<file path="src/rtl/key_scan.sv">
// 4x4 matrix keypad scanner: walks active-low column strobes on the shared ENABLE tick,
// synchronises the active-low rows, debounces whole scan frames and reports one code per press.
module key_scan #(
    parameter int SETTLE  = 2,
    parameter int DEB_CNT = 4
) (
    input  logic       clk,
    input  logic       rst,
    input  logic       enable,
    input  logic [3:0] row,
    output logic [3:0] col,
    output logic [3:0] key,
    output logic       valid,
    output logic       held
);

    localparam int SW = (SETTLE > 1) ? $clog2(SETTLE) : 1;
    localparam int DW = $clog2(DEB_CNT + 1);
    localparam logic [SW-1:0] SETTLE_LAST = SW'(SETTLE - 1);
    localparam logic [DW-1:0] DEB_LAST    = DW'(DEB_CNT - 1);

    typedef enum logic [1:0] {
        ST_IDLE      = 2'd0,
        ST_PRESS_CHK = 2'd1,
        ST_HELD      = 2'd2,
        ST_REL_CHK   = 2'd3
    } state_t;

    function automatic logic [2:0] low_count(input logic [3:0] r);
        low_count = 3'd0;
        for (int i = 0; i < 4; i++) begin
            low_count = low_count + {2'd0, ~r[i]};
        end
    endfunction

    function automatic logic [1:0] low_index(input logic [3:0] r);
        low_index = 2'd0;
        for (int i = 3; i >= 0; i--) begin
            if (!r[i]) begin
                low_index = 2'(i);
            end
        end
    endfunction

    logic [3:0]    row_meta;
    logic [3:0]    row_sync;
    logic [1:0]    col_idx;
    logic [SW-1:0] settle_cnt;
    logic          s1_vld;
    logic [1:0]    s1_col;
    logic          s2_vld;
    logic [1:0]    s2_col;
    logic [1:0]    frame_cnt;
    logic [3:0]    frame_code;
    logic          frame_done;
    logic [2:0]    samp_lows;
    logic [2:0]    frame_sum;
    logic [1:0]    frame_cnt_next;

    state_t        state;
    state_t        state_next;
    logic [DW-1:0] dcnt;
    logic [DW-1:0] dcnt_next;
    logic [3:0]    cand;
    logic [3:0]    cand_next;
    logic          accept;

    always_ff @(posedge clk or posedge rst) begin
        if (rst) begin
            row_meta <= 4'b1111;
            row_sync <= 4'b1111;
        end else begin
            row_meta <= row;
            row_sync <= row_meta;
        end
    end

    // Column walk: the strobe moves on after SETTLE ticks, tagging a sample of the column just left
    always_ff @(posedge clk or posedge rst) begin
        if (rst) begin
            col_idx    <= 2'd0;
            col        <= 4'b1110;
            settle_cnt <= '0;
            s1_vld     <= 1'b0;
            s1_col     <= 2'd0;
        end else begin
            s1_vld <= 1'b0;
            if (enable) begin
                if (settle_cnt == SETTLE_LAST) begin
                    settle_cnt <= '0;
                    col_idx    <= col_idx + 2'd1;
                    col        <= {col[2:0], col[3]};
                    s1_vld     <= 1'b1;
                    s1_col     <= col_idx;
                end else begin
                    settle_cnt <= settle_cnt + SW'(1);
                end
            end
        end
    end

    // The rows of a column reach row_sync two clocks after they were on the pins,
    // so the sample tag rides a two-stage pipe to meet them.
    always_comb begin
        samp_lows = low_count(row_sync);
        if (s2_col == 2'd0) begin
            frame_sum = samp_lows;
        end else begin
            frame_sum = samp_lows + {1'b0, frame_cnt};
        end
        frame_cnt_next = (frame_sum >= 3'd2) ? 2'd2 : frame_sum[1:0];
    end

    always_ff @(posedge clk or posedge rst) begin
        if (rst) begin
            s2_vld     <= 1'b0;
            s2_col     <= 2'd0;
            frame_cnt  <= 2'd0;
            frame_code <= 4'd0;
            frame_done <= 1'b0;
        end else begin
            s2_vld     <= s1_vld;
            s2_col     <= s1_col;
            frame_done <= s2_vld && (s2_col == 2'd3);
            if (s2_vld) begin
                frame_cnt <= frame_cnt_next;
                if ((samp_lows == 3'd1) && ((s2_col == 2'd0) || (frame_cnt == 2'd0))) begin
                    frame_code <= {s2_col, low_index(row_sync)};
                end
            end
        end
    end

    always_ff @(posedge clk or posedge rst) begin
        if (rst) begin
            state <= ST_IDLE;
        end else begin
            state <= state_next;
        end
    end

    // frame_cnt: 0 = no key, 1 = exactly one key (frame_code), 2 = ghosting / several keys
    always_comb begin
        state_next = state;
        dcnt_next  = dcnt;
        cand_next  = cand;
        accept     = 1'b0;
        if (frame_done) begin
            case (state)
                ST_IDLE: begin
                    if (frame_cnt == 2'd1) begin
                        cand_next = frame_code;
                        if (DEB_CNT == 1) begin
                            state_next = ST_HELD;
                            dcnt_next  = '0;
                            accept     = 1'b1;
                        end else begin
                            state_next = ST_PRESS_CHK;
                            dcnt_next  = DW'(1);
                        end
                    end else begin
                        state_next = ST_IDLE;
                    end
                end
                ST_PRESS_CHK: begin
                    if ((frame_cnt == 2'd1) && (frame_code == cand)) begin
                        if (dcnt == DEB_LAST) begin
                            state_next = ST_HELD;
                            dcnt_next  = '0;
                            accept     = 1'b1;
                        end else begin
                            dcnt_next = dcnt + DW'(1);
                        end
                    end else begin
                        state_next = ST_IDLE;
                        dcnt_next  = '0;
                    end
                end
                ST_HELD: begin
                    if (frame_cnt == 2'd0) begin
                        if (DEB_CNT == 1) begin
                            state_next = ST_IDLE;
                            dcnt_next  = '0;
                        end else begin
                            state_next = ST_REL_CHK;
                            dcnt_next  = DW'(1);
                        end
                    end else begin
                        state_next = ST_HELD;
                    end
                end
                ST_REL_CHK: begin
                    if (frame_cnt == 2'd0) begin
                        if (dcnt == DEB_LAST) begin
                            state_next = ST_IDLE;
                            dcnt_next  = '0;
                        end else begin
                            dcnt_next = dcnt + DW'(1);
                        end
                    end else begin
                        state_next = ST_HELD;
                        dcnt_next  = '0;
                    end
                end
                default: begin
                    state_next = ST_IDLE;
                    dcnt_next  = '0;
                end
            endcase
        end else begin
            state_next = state;
        end
    end

    always_ff @(posedge clk or posedge rst) begin
        if (rst) begin
            dcnt  <= '0;
            cand  <= 4'd0;
            key   <= 4'd0;
            valid <= 1'b0;
            held  <= 1'b0;
        end else begin
            dcnt  <= dcnt_next;
            cand  <= cand_next;
            valid <= accept;
            held  <= (state_next == ST_HELD) || (state_next == ST_REL_CHK);
            if (accept) begin
                key <= cand_next;
            end
        end
    end

endmodule

</file>
<file path="config.mk">
export PLATFORM = sky130hd
export DESIGN_NAME = key_scan
export DESIGN_NICKNAME = d
export VERILOG_FILES = /design/src/rtl/key_scan.sv
export SDC_FILE = /design/constraint.sdc
export NUM_CORES = 1
export LEC_CHECK = 0
export CAP_MARGIN = 0
export CELL_PAD_IN_SITES_DETAIL_PLACEMENT = 1
export CELL_PAD_IN_SITES_GLOBAL_PLACEMENT = 2
export CORE_MARGIN = 2
export CORE_UTILIZATION = 34
export DETAILED_ROUTE_END_ITERATION = 8
export PLACE_DENSITY_LB_ADDON = 0.1
export SYNTH_ARGS = -nofsm -noshare
export SYNTH_HDL_FRONTEND = slang
export SYNTH_SLANG_ARGS = --single-unit
</file>
<file path="constraint.sdc">
create_clock -name clk -period 4.9 [get_ports clk]
set_input_delay 1.47 -clock clk [delete_from_list [all_inputs] [get_ports clk]]
set_output_delay 1.47 -clock clk [all_outputs]
set_load 0.05 [all_outputs]
</file>
; Yosys cells after proc, flatten, opt, wreduce, memory -nomap -nowiden
; Cells that the tools add are included.
[op_classes]
n_mux = 30
n_addsub = 7
n_bitwise = 4
n_reduce_logical = 11
n_eq_ne = 12
order_cmp = 1
[ops]
columns = operator, n
row1 = two-way mux 2 bit, 10
row2 = two-way mux 3 bit, 6
row3 = two-way mux 4 bit, 3
row4 = case mux 3 bit (4 select lines), 1
row5 = "equality test 2 bit, second input constant", 5
row6 = two-way mux 1 bit, 9
row7 = case mux 2 bit (4 select lines), 1
row8 = zero test 2 bit, 3
row9 = "equality test 2 x 1 -> 1 bit, second input constant", 2
row10 = equality test 4 bit, 1
row11 = "inequality test 2 bit, second input constant", 2
row12 = inverter 1 bit, 4
row13 = AND reduction 2 bit, 2
row14 = adder 2 x 1 -> 3 bit, 1
row15 = adder 3 x 1 -> 3 bit, 1
row16 = "adder 3 x 1 -> 3 bit, second input constant", 1
row17 = adder 3 x 2 -> 3 bit, 1
row18 = "equality test 3 x 1 -> 1 bit, second input constant", 1
row19 = "equality test 3 x 2 -> 1 bit, second input constant", 1
row20 = ">= comparator 3 x 2 -> 1 bit, second input constant", 1
row21 = logical AND 1 bit, 3
row22 = AND reduction 3 bit, 1
row23 = adder 1 x 1 -> 2 bit, 1
row24 = "adder 2 x 1 -> 2 bit, second input constant", 1
row25 = 2 further kinds, 3
[totals]
reg_bits = 43
out_inout_bits = 10
word_cells = 83

; Logic depth before layout (Yosys ltp)
[logic_depth]
depth_word = 8
mapped_depth = 10

; Worst setup path after synthesis
; Ideal clock, no wire load.
[synth_timing]
path_kind = register to register
start = register row_sync[0]
end = register frame_cnt[1]
setup_ns = 0.125
path_buffers = 0
slack_ns = 2.239
t_arrival_ns = 2.537
t_required_ns = 4.775
stages_incl_launch_ff = 11
path_cell_list = dfstp_2 > inv_1 > fa_1 > ha_1 > ha_1 > inv_1 > fa_1 > xnor2_1 > nor3b_1 > a21oi_1 > mux2_2
[synth_between]
elab_chain_cells = 8
[synth_lines]
columns = item, line
row1 = "start, declared", 46  ; logic [3:0] row_sync;
row2 = "start signal, assigned", 74  ; row_sync <= row_meta;
row3 = inverter 1 bit *, 32  ; low_count = low_count + {2'd0, ~r[i]};
row4 = adder 1 x 1 -> 2 bit *, 32
row5 = adder 2 x 1 -> 3 bit *, 32
row6 = adder 3 x 1 -> 3 bit *, 32
row7 = adder 3 x 2 -> 3 bit, 109  ; frame_sum = samp_lows + {1'b0, frame_cnt};
row8 = two-way mux 3 bit *, 106  ; if (s2_col == 2'd0) begin
row9 = >= comparator 3 x 2 -> 1 bit, 111  ; frame_cnt_next = (frame_sum >= 3'd2) ? 2'd2 : frame_sum[1:0];
row10 = two-way mux 2 bit *, 111
row11 = "end signal, assigned", 126  ; frame_cnt <= frame_cnt_next;
row12 = "end, declared", 53  ; logic [1:0] frame_cnt;
; Every way passes the cells marked *; elsewhere a longest branch is shown, timed or not.
; A chain may end at the register's enable or synchronous reset.

; Final worst setup path
[layout_timing]
start = register col[1]
end = output col[1]
[layout_lines]
columns = item, line
row1 = "start, declared", 11  ; output logic [3:0] col,
row2 = "start signal, assigned", 92  ; col <= {col[2:0], col[3]};
; No word-level cell between the ends.

==> impl_results.md <==
- Top sig layer: met4
- Min-Delay Path Class: flop to flop
- Maxcap violations: 0
- Initial antenna violation count: 0
- Leakage: just under 1 nW
- Post-DP HPWL: 2540 microns
- Per-cell routed wire length: 14.7 microns
- Global-route wire length before repair: 6240 microns
- Cell Pwr Density: 446 nW/um^2
- Final Cell Area: between 2000 and 2500 sq um
- Synth Cell Area: 1870 sq um
- Synth Register Bits: 43
- Post-DP Area: 2120 sq um
- R2r setup slk: 2090 ps
- Core Util, Final: 0.412
- Status: complete, no violations
- Slew headroom: 0.633
- Hold Worst Slack: between 300 and 400 ps
- DR vias: 1150
- Row count: 27
- Final Non-Filler Cells: 240
- Sequential cell area: 1090 sq um
- Antenna viol nets, final: 0
- Port-buffer cells: 16
- Gr usage total: 0.130
- Clk_skew: 8.54 ps
- Slew @ Worst Pin: between 500 and 600 ps
- Register-to-Register Path Depth: 10
- Crit path cell chain: clkdlybuf4s50_1
- Worst endpoint required time: 3430 ps
- Reg2Reg Launch Point: row_sync[0]
- Starting density of the core: 0.347
- Maximum clock insertion buffer count: 2
- CTS tree: yes
- Crit Path Category: flop to output port
- Post-CTS Hold Buffers: 0
- Mapped Cells: 146
- VDD IR-drop max: about 0.22 mV
- Max stage delay on crit path: roughly 810 ps
- Post-cts repair resize count: 0
- Slowest-stage cell, CP: clkdlybuf4s50_1
- Number of distinct library cells after synthesis: 41
- DR iter-0 viols: 20
- YS warnings: 0
- Pin count of the biggest net entering global routing: 44
- Total Wirelength: 3530 microns
- CP bufs+invs: 1
- Num ports: 17
- Clk_lat worst skew: 290 ps
- Clock tree sinks: 43
- Routed wl met3: between 100 and 150 microns
- Pre-antenna DRT Iters: 2
- Register area share after synthesis: 0.582
- CP startpoint kind: flop
- # setup viols final: 0
- Vias in the first global route: 1272
- Die Span X: between 70 and 80 microns
- Clock root cell: clkbuf_8
- Vias per Instance: 4.79
- Net Count, Synth: 159
- Grt ovf: 0
- TNS Setup: 0 ps
- Worst setup EP type: output port
- # diodes: 0
- Die Area: 6120 sq um
- Hold path endpoint: s2_vld
- Arr. time, crit path: 1660 ps
- Final Hold Viols: 0
- Final net count: 180
- Remaining DRCs: 0
- Cells on Worst Hold Path: 0
- Cts bufs inserted: 5
- Final period util: 0.638
- RSZ-0062 raised after global routing: false
- Core Area: 5410 sq um
- Max Slew Vio Count: 0
- HP Start: s1_vld
- Placed cells: 232
- Capture point of the worst reg-to-reg path: frame_cnt[1]
- Layout cells sized above 1: 0.238
- Clock transition at path regs: 90 ps
- Filler cell count: 585
- Post-layout min period: 3130 ps
- Post-CTS setup buffer count: 0
- Die H: 78.2 microns
- Area of the multi-input gates: 727 sq um
- H-tree levels: 2
- Post-Route M1 WL: 1600 microns
- Syn_area_per_cell: 12.8 sq um
- CP max FO: 3
- Routability Congestion: 0.755
- Met2 WL: 1780 microns
- Synth-to-layout area growth: 18.8%
- Max Clock Freq: 0.320 GHz
- CP top delay family: buffers and inverters
[sequential cells by signal, indices dropped and copies added (netlist names)]
signal      flops
col_idx         2
row_sync        4
s2_col          2
s1_col          2
dcnt            3
key             4
frame_cnt       2
frame_done      1
state           2
settle_cnt      1
s1_vld          1
col             4
held            1
s2_vld          1
cand            4
frame_code      4
row_meta        4
valid           1
[kinds of logic after synthesis]
kind of cell / share of synthesized area
DFF: 0.582
muxes: 0.113
adders and majority gates: 0.0481
buffers and inverters: 0.0301
and+or+nand+nor: 0.112
AOI/OAI and AO/OA: 0.0735
xor gates and xnor gates: 0.0421
[metrics by stage]
step	setup WS (ps)	total power, W
2_1_floorplan	2240	0.000663
6_report	1770	0.000993
5_1_grt	1730	0.00106
3_3_place_gp	2120	0.000716
3_5_place_dp	2090	0.000727
4_1_cts	1750	0.00101
[cell usage after synthesis]
| master | instances | area [sq um] |
|---|---|---|
| xor2_1 | 4 | 35.0 |
| o21ai_0 | 4 | 20.0 |
| mux2_2 | 17 | 191 |
| nand3_1 | 3 | 15.0 |
| nand4_1 | 1 | 6.26 |
| nor3_1 | 1 | 5.00 |
| ha_1 | 4 | 50.1 |
| nor3_4 | 1 | 16.3 |
| o31ai_1 | 1 | 7.51 |
| nor4b_1 | 1 | 8.76 |
| or2_1 | 1 | 6.26 |
| nor3b_1 | 1 | 7.51 |
| nor2_2 | 1 | 6.26 |
| nand4b_1 | 1 | 8.76 |
| a21oi_1 | 2 | 10.0 |
| dfrtp_1 | 32 | 801 |
| o2111ai_1 | 1 | 8.76 |
| and4_1 | 1 | 8.76 |
| mux2i_1 | 2 | 20.0 |
| nor2_1 | 4 | 15.0 |
| inv_1 | 11 | 41.3 |
| nand2b_1 | 1 | 6.26 |
| fa_1 | 2 | 40.0 |
| a22o_1 | 3 | 26.3 |
| nand4_2 | 1 | 12.5 |
| a21o_1 | 1 | 7.51 |
| or4_1 | 1 | 7.51 |
| xnor2_1 | 5 | 43.8 |
| and3_1 | 1 | 6.26 |
| nand3b_1 | 1 | 7.51 |
| clkbuf_2 | 1 | 5.00 |
| buf_2 | 2 | 10.0 |
| a31oi_1 | 2 | 12.5 |
| nor2b_1 | 3 | 18.8 |
| or2_4 | 1 | 8.76 |
| a2111oi_0 | 1 | 8.76 |
| a22oi_1 | 2 | 15.0 |
| o22ai_1 | 2 | 12.5 |
| o311ai_0 | 1 | 8.76 |
| nand2_1 | 10 | 37.5 |
| dfstp_2 | 11 | 289 |
[placed cells by master, fill, tap and decap left out, types with 2 or more instances in the layout]
master and n:
nand2_1 10, nor2b_1 3, mux2_2 17, nand3_1 3, o22ai_1 2, fa_1 2, xnor2_1 5, dfstp_2 11
a21oi_1 2, nor2_1 4, a31oi_1 2, clkbuf_8 5, a22oi_1 2, dfrtp_1 32, a22o_1 3, inv_1 11
mux2i_1 2, o21ai_0 4, ha_1 4, xor2_1 4, clkdlybuf4s50_1 16
[worst max-delay path by stage]
stage	startpoint	to	slack, ps	cells after the start
after floorplan	row_sync[0]	frame_cnt[1]	2240	10
after global placement	col[2]	col[2]	2120	1
after detailed placement	row_sync[0]	frame_cnt[1]	2090	10
after CTS	col[1]	col[1]	1750	1
after global routing	col[1]	col[1]	1730	1
final	col[1]	col[1]	1770	1
[worst register-to-register path, stage by stage, from the launching register on]
cell and delay [ps]:
dfstp_2 520, inv_1 70, fa_1 480, ha_1 190, ha_1 290, inv_1 60
fa_1 400, xnor2_1 140, nor3b_1 210, a21oi_1 80, mux2_2 270
[where the power goes]
| part | leakage (nW) | internal [W] | switching (W) | total, W |
|---|---|---|---|---|
| Combinational | 0.393 | 0.000109 | 0.000115 | 0.000224 |
| Clock | 0.0514 | 0.000152 | 0.000125 | 0.000277 |
| Sequential | 0.537 | 0.000426 | 0.0000649 | 0.000491 |
[area by class of cell]
class,count,share of cell area
Sequential cell,43,0.490
Clock inverter,2,0.0169
Tap cell,72,0.0405
Timing Repair Buffer,17,0.0753
Clock buffer,6,0.0326
Multi-Input combinational cell,89,0.327
Inverter,11,0.0185
[layer usage]
metal / vias up / GRT usage
met3: 5 / 0.0345
met5: - / 0
met2: 17 / 0.218
li1: 551 / -
met4: 0 / 0.0368
met1: 577 / 0.167
No activity file was read; power rests on OpenSTA's default activity.
